$ cat src/rtl/mem_handler.sv
// mem_handler: in-order request FIFO feeding a single-outstanding memory
// access FSM (IDLE/WRITE/READ/WAIT/RESP) with read timeout and response hold.
// Build option: define MEM_HANDLER_WRACK_EN to have each write return a
// response (rsp_write=1); by default writes are silent.
module mem_handler #(
  parameter int unsigned FIFO_DEPTH = 4,
  parameter int unsigned TIMEOUT    = 15
) (
  input  logic       clk,
  input  logic       rst,
  // client request
  input  logic       req_valid,
  output logic       req_ready,
  input  logic       req_write,
  input  logic [7:0] req_addr,
  input  logic [7:0] req_wdata,
  // client response
  output logic       rsp_valid,
  input  logic       rsp_ready,
  output logic       rsp_write,
  output logic [7:0] rsp_addr,
  output logic [7:0] rsp_data,
  output logic       rsp_err,
  // memory side
  output logic [7:0] mem_address,
  output logic [7:0] mem_wdata,
  output logic       mem_we,
  output logic       mem_re,
  input  logic [7:0] mem_raddress,
  input  logic [7:0] mem_rdata,
  input  logic       mem_oe
);

  localparam int unsigned   AW       = $clog2(FIFO_DEPTH);
  localparam logic [AW:0]   DEPTH_C  = (AW+1)'(FIFO_DEPTH);
  localparam logic [AW:0]   CNT_ONE  = (AW+1)'(1);
  localparam logic [AW-1:0] PTR_ONE  = AW'(1);
  localparam logic [7:0]    TMO_LAST = 8'(TIMEOUT - 1);

  typedef enum logic [2:0] {
    IDLE,
    WRITE,
    READ,
    WAIT,
    RESP
  } state_t;

  typedef struct packed {
    logic       write;
    logic [7:0] addr;
    logic [7:0] wdata;
  } req_t;

  state_t        state_q;
  req_t          fifo_q [FIFO_DEPTH];
  logic [AW-1:0] wr_ptr_q;
  logic [AW-1:0] rd_ptr_q;
  logic [AW:0]   count_q;
  logic [AW:0]   count_d;
  logic          push;
  logic          pop;
  req_t          head;

  logic [7:0]    wait_cnt_q;
  logic [7:0]    lat_addr_q;
  logic          mem_we_q;
  logic          mem_re_q;
  logic [7:0]    mem_address_q;
  logic [7:0]    mem_wdata_q;
  logic          rsp_valid_q;
  logic          rsp_write_q;
  logic [7:0]    rsp_addr_q;
  logic [7:0]    rsp_data_q;
  logic          rsp_err_q;

  assign req_ready = (count_q != DEPTH_C);

  // FIFO handshake decode and occupancy next-state
  always_comb begin
    push    = req_valid && req_ready;
    pop     = (state_q == IDLE) && (count_q != '0);
    head    = fifo_q[rd_ptr_q];
    count_d = count_q;
    if (push && !pop) begin
      count_d = count_q + CNT_ONE;
    end else if (!push && pop) begin
      count_d = count_q - CNT_ONE;
    end
  end

  // FIFO storage: payload needs no reset, validity is tracked by count_q
  always_ff @(posedge clk) begin
    if (push) begin
      fifo_q[wr_ptr_q] <= '{write: req_write, addr: req_addr, wdata: req_wdata};
    end
  end

  // FIFO pointers and occupancy; pointers wrap naturally at FIFO_DEPTH
  always_ff @(posedge clk or posedge rst) begin
    if (rst) begin
      wr_ptr_q <= '0;
      rd_ptr_q <= '0;
      count_q  <= '0;
    end else begin
      if (push) wr_ptr_q <= wr_ptr_q + PTR_ONE;
      if (pop)  rd_ptr_q <= rd_ptr_q + PTR_ONE;
      count_q <= count_d;
    end
  end

  // Access FSM with registered memory strobes and response fields.
  // Memory strobes default to zero each cycle and are only raised on the
  // transition into WRITE/READ, so each is a single-cycle pulse.
  always_ff @(posedge clk or posedge rst) begin
    if (rst) begin
      state_q       <= IDLE;
      wait_cnt_q    <= '0;
      lat_addr_q    <= '0;
      mem_we_q      <= 1'b0;
      mem_re_q      <= 1'b0;
      mem_address_q <= '0;
      mem_wdata_q   <= '0;
      rsp_valid_q   <= 1'b0;
      rsp_write_q   <= 1'b0;
      rsp_addr_q    <= '0;
      rsp_data_q    <= '0;
      rsp_err_q     <= 1'b0;
    end else begin
      mem_we_q      <= 1'b0;
      mem_re_q      <= 1'b0;
      mem_address_q <= '0;
      mem_wdata_q   <= '0;
      unique case (state_q)
        IDLE: begin
          if (pop) begin
            lat_addr_q    <= head.addr;
            mem_address_q <= head.addr;
            if (head.write) begin
              mem_we_q    <= 1'b1;
              mem_wdata_q <= head.wdata;
              state_q     <= WRITE;
            end else begin
              mem_re_q <= 1'b1;
              state_q  <= READ;
            end
          end
        end
        WRITE: begin
`ifdef MEM_HANDLER_WRACK_EN
          rsp_valid_q <= 1'b1;
          rsp_write_q <= 1'b1;
          rsp_addr_q  <= lat_addr_q;
          rsp_data_q  <= mem_wdata_q;
          rsp_err_q   <= 1'b0;
          state_q     <= RESP;
`else
          state_q <= IDLE;
`endif
        end
        READ: begin
          wait_cnt_q <= '0;
          state_q    <= WAIT;
        end
        WAIT: begin
          if (mem_oe && (mem_raddress == lat_addr_q)) begin
            rsp_valid_q <= 1'b1;
            rsp_write_q <= 1'b0;
            rsp_addr_q  <= lat_addr_q;
            rsp_data_q  <= mem_rdata;
            rsp_err_q   <= 1'b0;
            state_q     <= RESP;
          end else if (wait_cnt_q == TMO_LAST) begin
            rsp_valid_q <= 1'b1;
            rsp_write_q <= 1'b0;
            rsp_addr_q  <= lat_addr_q;
            rsp_data_q  <= '0;
            rsp_err_q   <= 1'b1;
            state_q     <= RESP;
          end else begin
            wait_cnt_q <= wait_cnt_q + 8'd1;
          end
        end
        RESP: begin
          if (rsp_ready) begin
            rsp_valid_q <= 1'b0;
            state_q     <= IDLE;
          end
        end
        default: state_q <= IDLE;
      endcase
    end
  end

  assign mem_we      = mem_we_q;
  assign mem_re      = mem_re_q;
  assign mem_address = mem_address_q;
  assign mem_wdata   = mem_wdata_q;
  assign rsp_valid   = rsp_valid_q;
  assign rsp_write   = rsp_write_q;
  assign rsp_addr    = rsp_addr_q;
  assign rsp_data    = rsp_data_q;
  assign rsp_err     = rsp_err_q;

endmodule

$ cat config.mk
export PLATFORM = sky130hd
export DESIGN_NAME = mem_handler
export DESIGN_NICKNAME = d
export VERILOG_FILES = /design/src/rtl/mem_handler.sv
export SDC_FILE = /design/constraint.sdc
export NUM_CORES = 1
export LEC_CHECK = 0
export BUFFER_PORTS_ARGS = -buffer_cell sky130_fd_sc_hd__buf_4
export CAP_MARGIN = 15
export CORE_MARGIN = 8
export CORE_UTILIZATION = 24
export CTS_BUF_LIST = sky130_fd_sc_hd__clkbuf_8 sky130_fd_sc_hd__clkbuf_16
export DETAILED_ROUTE_END_ITERATION = 8
export PLACE_DENSITY = 0.36
export REMOVE_ABC_BUFFERS = 1
export SETUP_SLACK_MARGIN = 0.15
export SLEW_MARGIN = 10
export SYNTH_ARGS = -nofsm -noshare
export SYNTH_HDL_FRONTEND = slang
export SYNTH_SLANG_ARGS = --single-unit
$ cat constraint.sdc
create_clock -name clk -period 2.8 [get_ports clk]
set_input_delay 0.56 -clock clk [delete_from_list [all_inputs] [get_ports clk]]
set_output_delay 0.56 -clock clk [all_outputs]
set_load 0.005 [all_outputs]
Word-level counts from Yosys, hierarchy flattened
Memories as Yosys holds them, arrays and structs flattened. Cells that the tools add are included.

Bits in read-only memories: 0. RAM bits: 68. Logic and storage cells: 85. Bits in registers: 63. Memories: 1. Bits of input ports: 38. Bits in latches: 0. Output and inout port bits: 38.

Div/mod/pow operators: 0. Bitwise gates (word level): 0. Shift operators: 0. Reduce and logical (&&, ||, !) cells: 18. $lt $le $gt $ge: 0. Multipliers: 0. Multiplexer cells: 35. Equal/unequal tests: 11. Add/subtract/negate cells: 5.

Memories: fifo_q (depth 4, width 17, rd ports 1, clocked after Yosys merged registers in 0, wr ports 1, line 55) `req_t fifo_q [FIFO_DEPTH];`.

Operators with widths (number): two-way mux 8 bit (11); two-way mux 3 bit (6); one-hot mux 8 bit (2 select lines) (1); two-way mux 1 bit (14); one-hot mux 3 bit (4 select lines) (1); AND reduction 3 bit (3); adder 8 x 1 -> 8 bit (second input constant) (1); equality test 8 x 4 -> 1 bit (second input constant) (1); equality test 8 bit (1); != test 2 bit (second input constant) (4); nonzero test 2 bit (4); equality test 3 x 2 -> 1 bit (second input constant) (2); != test 3 bit (second input constant) (2); logical AND 1 bit (5); adder 2 x 1 -> 2 bit (second input constant) (2); AND reduction 2 bit (2); adder 3 x 1 -> 3 bit (second input constant) (1); equality test 3 bit (second input constant) (1); zero test 3 bit (1); nonzero test 3 bit (1); subtractor 3 x 1 -> 3 bit (second input constant) (1); zero test 1 bit (2); two-way mux 2 bit (1); one-hot mux 1 bit (2 select lines) (1).

Longest topological paths before layout
Depth in word-level cells: 6. Gate-level depth with buffers: 10. Depth with buffers taken out: 9.

Worst setup path before layout
No wires, ideal clock.

Path kind: reg2reg. Start point: register state_q[2]. End point: register count_q[1]. Stages on the path, launching flop included: 8. Slack: 340 ps. Clock period less this slack: 2460 ps. Buffers on the path: 1. Arrival time: 2335 ps. Cells stage by stage: dfrtp_1 nor4_1 inv_1 clkbuf_1 ha_1 inv_1 fa_1 mux2_2.

Cells in the longest elaborated chain, start to end: 5. Elaborated cells between the ends (all ways): 7.

Ends and longest elaborated chain: start: declaration (line 54) `state_t state_q;`; start signal: assignment (line 116) `state_q <= IDLE;`; start signal: assignment (line 141) `state_q <= WRITE;`; start signal: assignment (line 144) `state_q <= READ;`; zero test 3 bit (line 81) `pop = (state_q == IDLE) && (count_q != '0);`; logical AND 1 bit (line 81); zero test 1 bit (line 84) `if (push && !pop) begin`; logical AND 1 bit (line 84); two-way mux 3 bit (line 84); net count_d[1] (line 59) `logic [AW:0] count_d;`; end signal: assignment (line 107) `count_q <= count_d;`; end: declaration (line 58) `logic [AW:0] count_q;`.

The timed path passes the listed nets, and every way through them passes these cells. A chain may end at the register's enable or synchronous reset.

Worst setup path after layout
Start point: register wait_cnt_q[0]. End point: register rsp_addr_q[4] (netlist: rsp_addr[4]).

Cells in the longest elaborated chain, start to end: 3.

Ends and longest elaborated chain: start: declaration (line 64) `logic [7:0] wait_cnt_q;`; start signal: assignment (line 180) `wait_cnt_q <= wait_cnt_q + 8'd1;`; equality test 8 x 4 -> 1 bit (line 172) `end else if (wait_cnt_q == TMO_LAST) begin`; nonzero test 2 bit (no source line); AND reduction 2 bit (no source line); end signal: assignment (line 168) `rsp_addr_q <= lat_addr_q;`; end signal: assignment (line 175) `rsp_addr_q <= lat_addr_q;`; end: declaration (line 72) `logic [7:0] rsp_addr_q;`.

Every way passes these cells.

==> impl_metrics.ini <==
[outcome]
status = complete, no violations

[synth]
synthArstFlopShare_pct = 47.7
ys_types = 47
synth_seq_cells = 130
yosys_warnings = 0
synth_edf_count = 68
synthCells = 322
synth_seq_area_share_pct = 69.6
avgSynthCellArea_um2 = 16.0
syn_area_um2 = 5160
synth_ff_type = edfxtp_1

[worst_setup_path]
rr_endpoint = rsp_addr[4]$_DFFE_PP0P_
r2r_setup_slack_ps = 400
r2r_start = wait_cnt_q[0]$_DFFE_PP0P_
cp.arrival_ps = 2710
worstPathRequired_ps = 3100
cp-end-kind = flop
reg2reg_depth = 6
cp_max_fo = 18
worstSetupPathType = reg -> reg
cp-start-kind = flop

[detailed_routing]
top_layer = met4
via_per_inst = 4.25
initialDrtViolationCount = 119
ant_nets = 0
wl_mm = 12.3
first_pass_iters = 4
num_vias = 2985
dr_wl_met3_um = 895
met2WireLength_mm = 5.70
wl_met1_mm = 5.54
wl_per_cell_um = 17.5
drc = 0

[global_routing]
grt_pass1_vias = 3190
antenna_found_initial = 0
grt_pass1_wl_mm = 19.0
grt_max_degree = 52
globalRouteTotalUtil_pct = 9.64
overflow = 0

[place]
io_buffers = 74
place_hpwl_mm = 8.08
gp_congestion = 0.736

[floorplan]
num_rows = 53
core_um2 = 21100
initial_core_util_pct = 24.5
dieArea_um2 = 26400
die_h_um = 163
die_x_um = 163
io_pins = 76

[clock_tree]
cts_setup_buffers = 0
cts_hold_buf = 0
cts_tree = built
clock-sinks = 130
clockBufferDepth = 2
cts_made_buffers = 17
clk_latency_ps = 420
cts_root_buf = clkbuf_16
cts.clk_slew.worst_paths_ps = 60
cts_resized = 0
cts.htree.levels = 4

[timing]
setup_violations = 0
rsz0062_at_grt = no
finalHoldViolCount = 0
slew-limit-headroom_pct = 54.2
holdWs_ps = 111
worst_slew_pin_slew_ps = 687
fin_crit_ps = 2400
clock_skew_ps = 10.7
finalCritPeriodShare_pct = 85.9
maxSlewViolCount = 0
max_freq_ghz = 0.416

[min_path]
hold_path_class = in -> async

[final_layout]
nFillCells = 2089
drive_gt1_share_pct = 34.9
final_core_util_pct = 32.1
mostFrequentLayoutCells = buf_4, edfxtp_1, dfrtp_1
area.growth.synth_to_final_pct = 31.2
layout_commonest_cell = buf_4
fin_nets = 461
diodes = 0

[power_and_ir_drop]
irDropWorstVdd_mv = 0.436
p_leak_nw = 2.88
p_per_area_nw_per_um2 = 1000
power.total_w = 0.00677

[flow_run]
maxCapViolCount = 0
[report_power, final]
group          total (W)  internal, W  switching [W]
logic            0.00151     0.000787       0.000718
clock network    0.00250      0.00166       0.000839
registers        0.00276      0.00247       0.000292
[per-layer routing]
layer | GRT usage (%) | up-vias
met5 | 0 | -
met4 | 4.00 | 0
met3 | 3.61 | 16
met2 | 15.0 | 78
met1 | 11.9 | 1491
li1 | - | 1400
[synthesized netlist by cell type, types with 2 or more instances]
| library cell | number | area share [%] |
|---|---|---|
| and2_1 | 8 | 0.97 |
| ha_1 | 7 | 1.7 |
| nand2_1 | 20 | 1.5 |
| nor3_1 | 5 | 0.48 |
| edfxtp_1 | 68 | 40 |
| nand3_1 | 6 | 0.58 |
| inv_1 | 7 | 0.51 |
| nor4_1 | 3 | 0.36 |
| xnor2_1 | 11 | 1.9 |
| buf_1 | 3 | 0.22 |
| a22o_1 | 8 | 1.4 |
| a21oi_1 | 3 | 0.29 |
| nand2b_1 | 2 | 0.24 |
| and3_1 | 14 | 1.7 |
| nand4_1 | 3 | 0.36 |
| a211o_1 | 3 | 0.51 |
| buf_2 | 2 | 0.19 |
| mux2_2 | 9 | 2.0 |
| a211oi_1 | 3 | 0.44 |
| xor2_1 | 3 | 0.51 |
| a21o_1 | 9 | 1.3 |
| nor2_1 | 11 | 0.80 |
| a31oi_1 | 4 | 0.48 |
| clkbuf_1 | 6 | 0.44 |
| o211ai_1 | 2 | 0.29 |
| mux4_2 | 17 | 7.4 |
| or4_1 | 2 | 0.29 |
| dfrtp_1 | 62 | 30 |
| o21ai_0 | 3 | 0.29 |
[cell families after synthesis]
family / after synthesis / synth area share [%]
flip-flops: 130 / 69.6
other: 1 / 0.0727
adder cells (fa/ha/maj): 8 / 2.09
buffers and inverters: 22 / 2.11
AO/OA/AOI/OAI: 38 / 5.48
XOR/XNOR: 14 / 2.38
AND/OR/NAND/NOR: 82 / 8.66
multiplexers: 27 / 9.58
[cell type report]
type / instances / area, um2 / area share [%]
Timing Repair Buffer: 89 / 681 / 10.1
Tap cell: 275 / 344 / 5.08
Multi-Input combinational cell: 170 / 1460 / 21.6
Inverter: 7 / 26.3 / 0.388
Clock inverter: 14 / 235 / 3.48
Sequential cell: 130 / 3590 / 53.1
Clock buffer: 17 / 425 / 6.28
[sequential cells by signal, indices dropped and copies added, names as in the netlist, 2 cells and up]
name / flops
wait_cnt_q: 8
count_q: 3
lat_addr_q: 8
rd_ptr_q: 2
wr_ptr_q: 2
rsp_data: 8
mem_wdata: 8
mem_address: 8
fifo_q: 68
state_q: 3
rsp_addr: 8
[worst max-delay path, cell delays in order (launching register included)]
cell,delay (ps)
dfrtp_1,400
inv_1,90
ha_1,140
or4b_4,460
or3_4,420
a21o_1,410
mux2_2,370
[worst max-delay path by stage]
stage | start | end | slack, ps
after floorplan | state_q[0]$_DFFE_PP0P_ | count_q[1]$_DFFE_PP0P_ | -340
after global placement | mem_raddress[0] | rsp_addr[2]$_DFFE_PP0P_ | 320
after detailed placement | mem_raddress[5] | rsp_addr[5]$_DFFE_PP0P_ | 290
after CTS | wait_cnt_q[0]$_DFFE_PP0P_ | rsp_addr[1]$_DFFE_PP0P_ | 350
after global routing | wait_cnt_q[0]$_DFFE_PP0P_ | rsp_addr[2]$_DFFE_PP0P_ | 230
final | wait_cnt_q[0]$_DFFE_PP0P_ | rsp_addr[4]$_DFFE_PP0P_ | 400
[per-stage QoR]
step / setup slack (ps) / cells / area, um2 / setup TNS (ps)
after floorplan: -342 / 307 / 5080 / -526
after global placement: 318 / 671 / 6110 / 0
after detailed placement: 290 / 671 / 6110 / 0
after CTS: 354 / 702 / 6770 / 0
after global routing: 232 / 702 / 6770 / 0
final: 395 / 702 / 6770 / 0
Note: power is estimated with default switching activity, not from simulation.
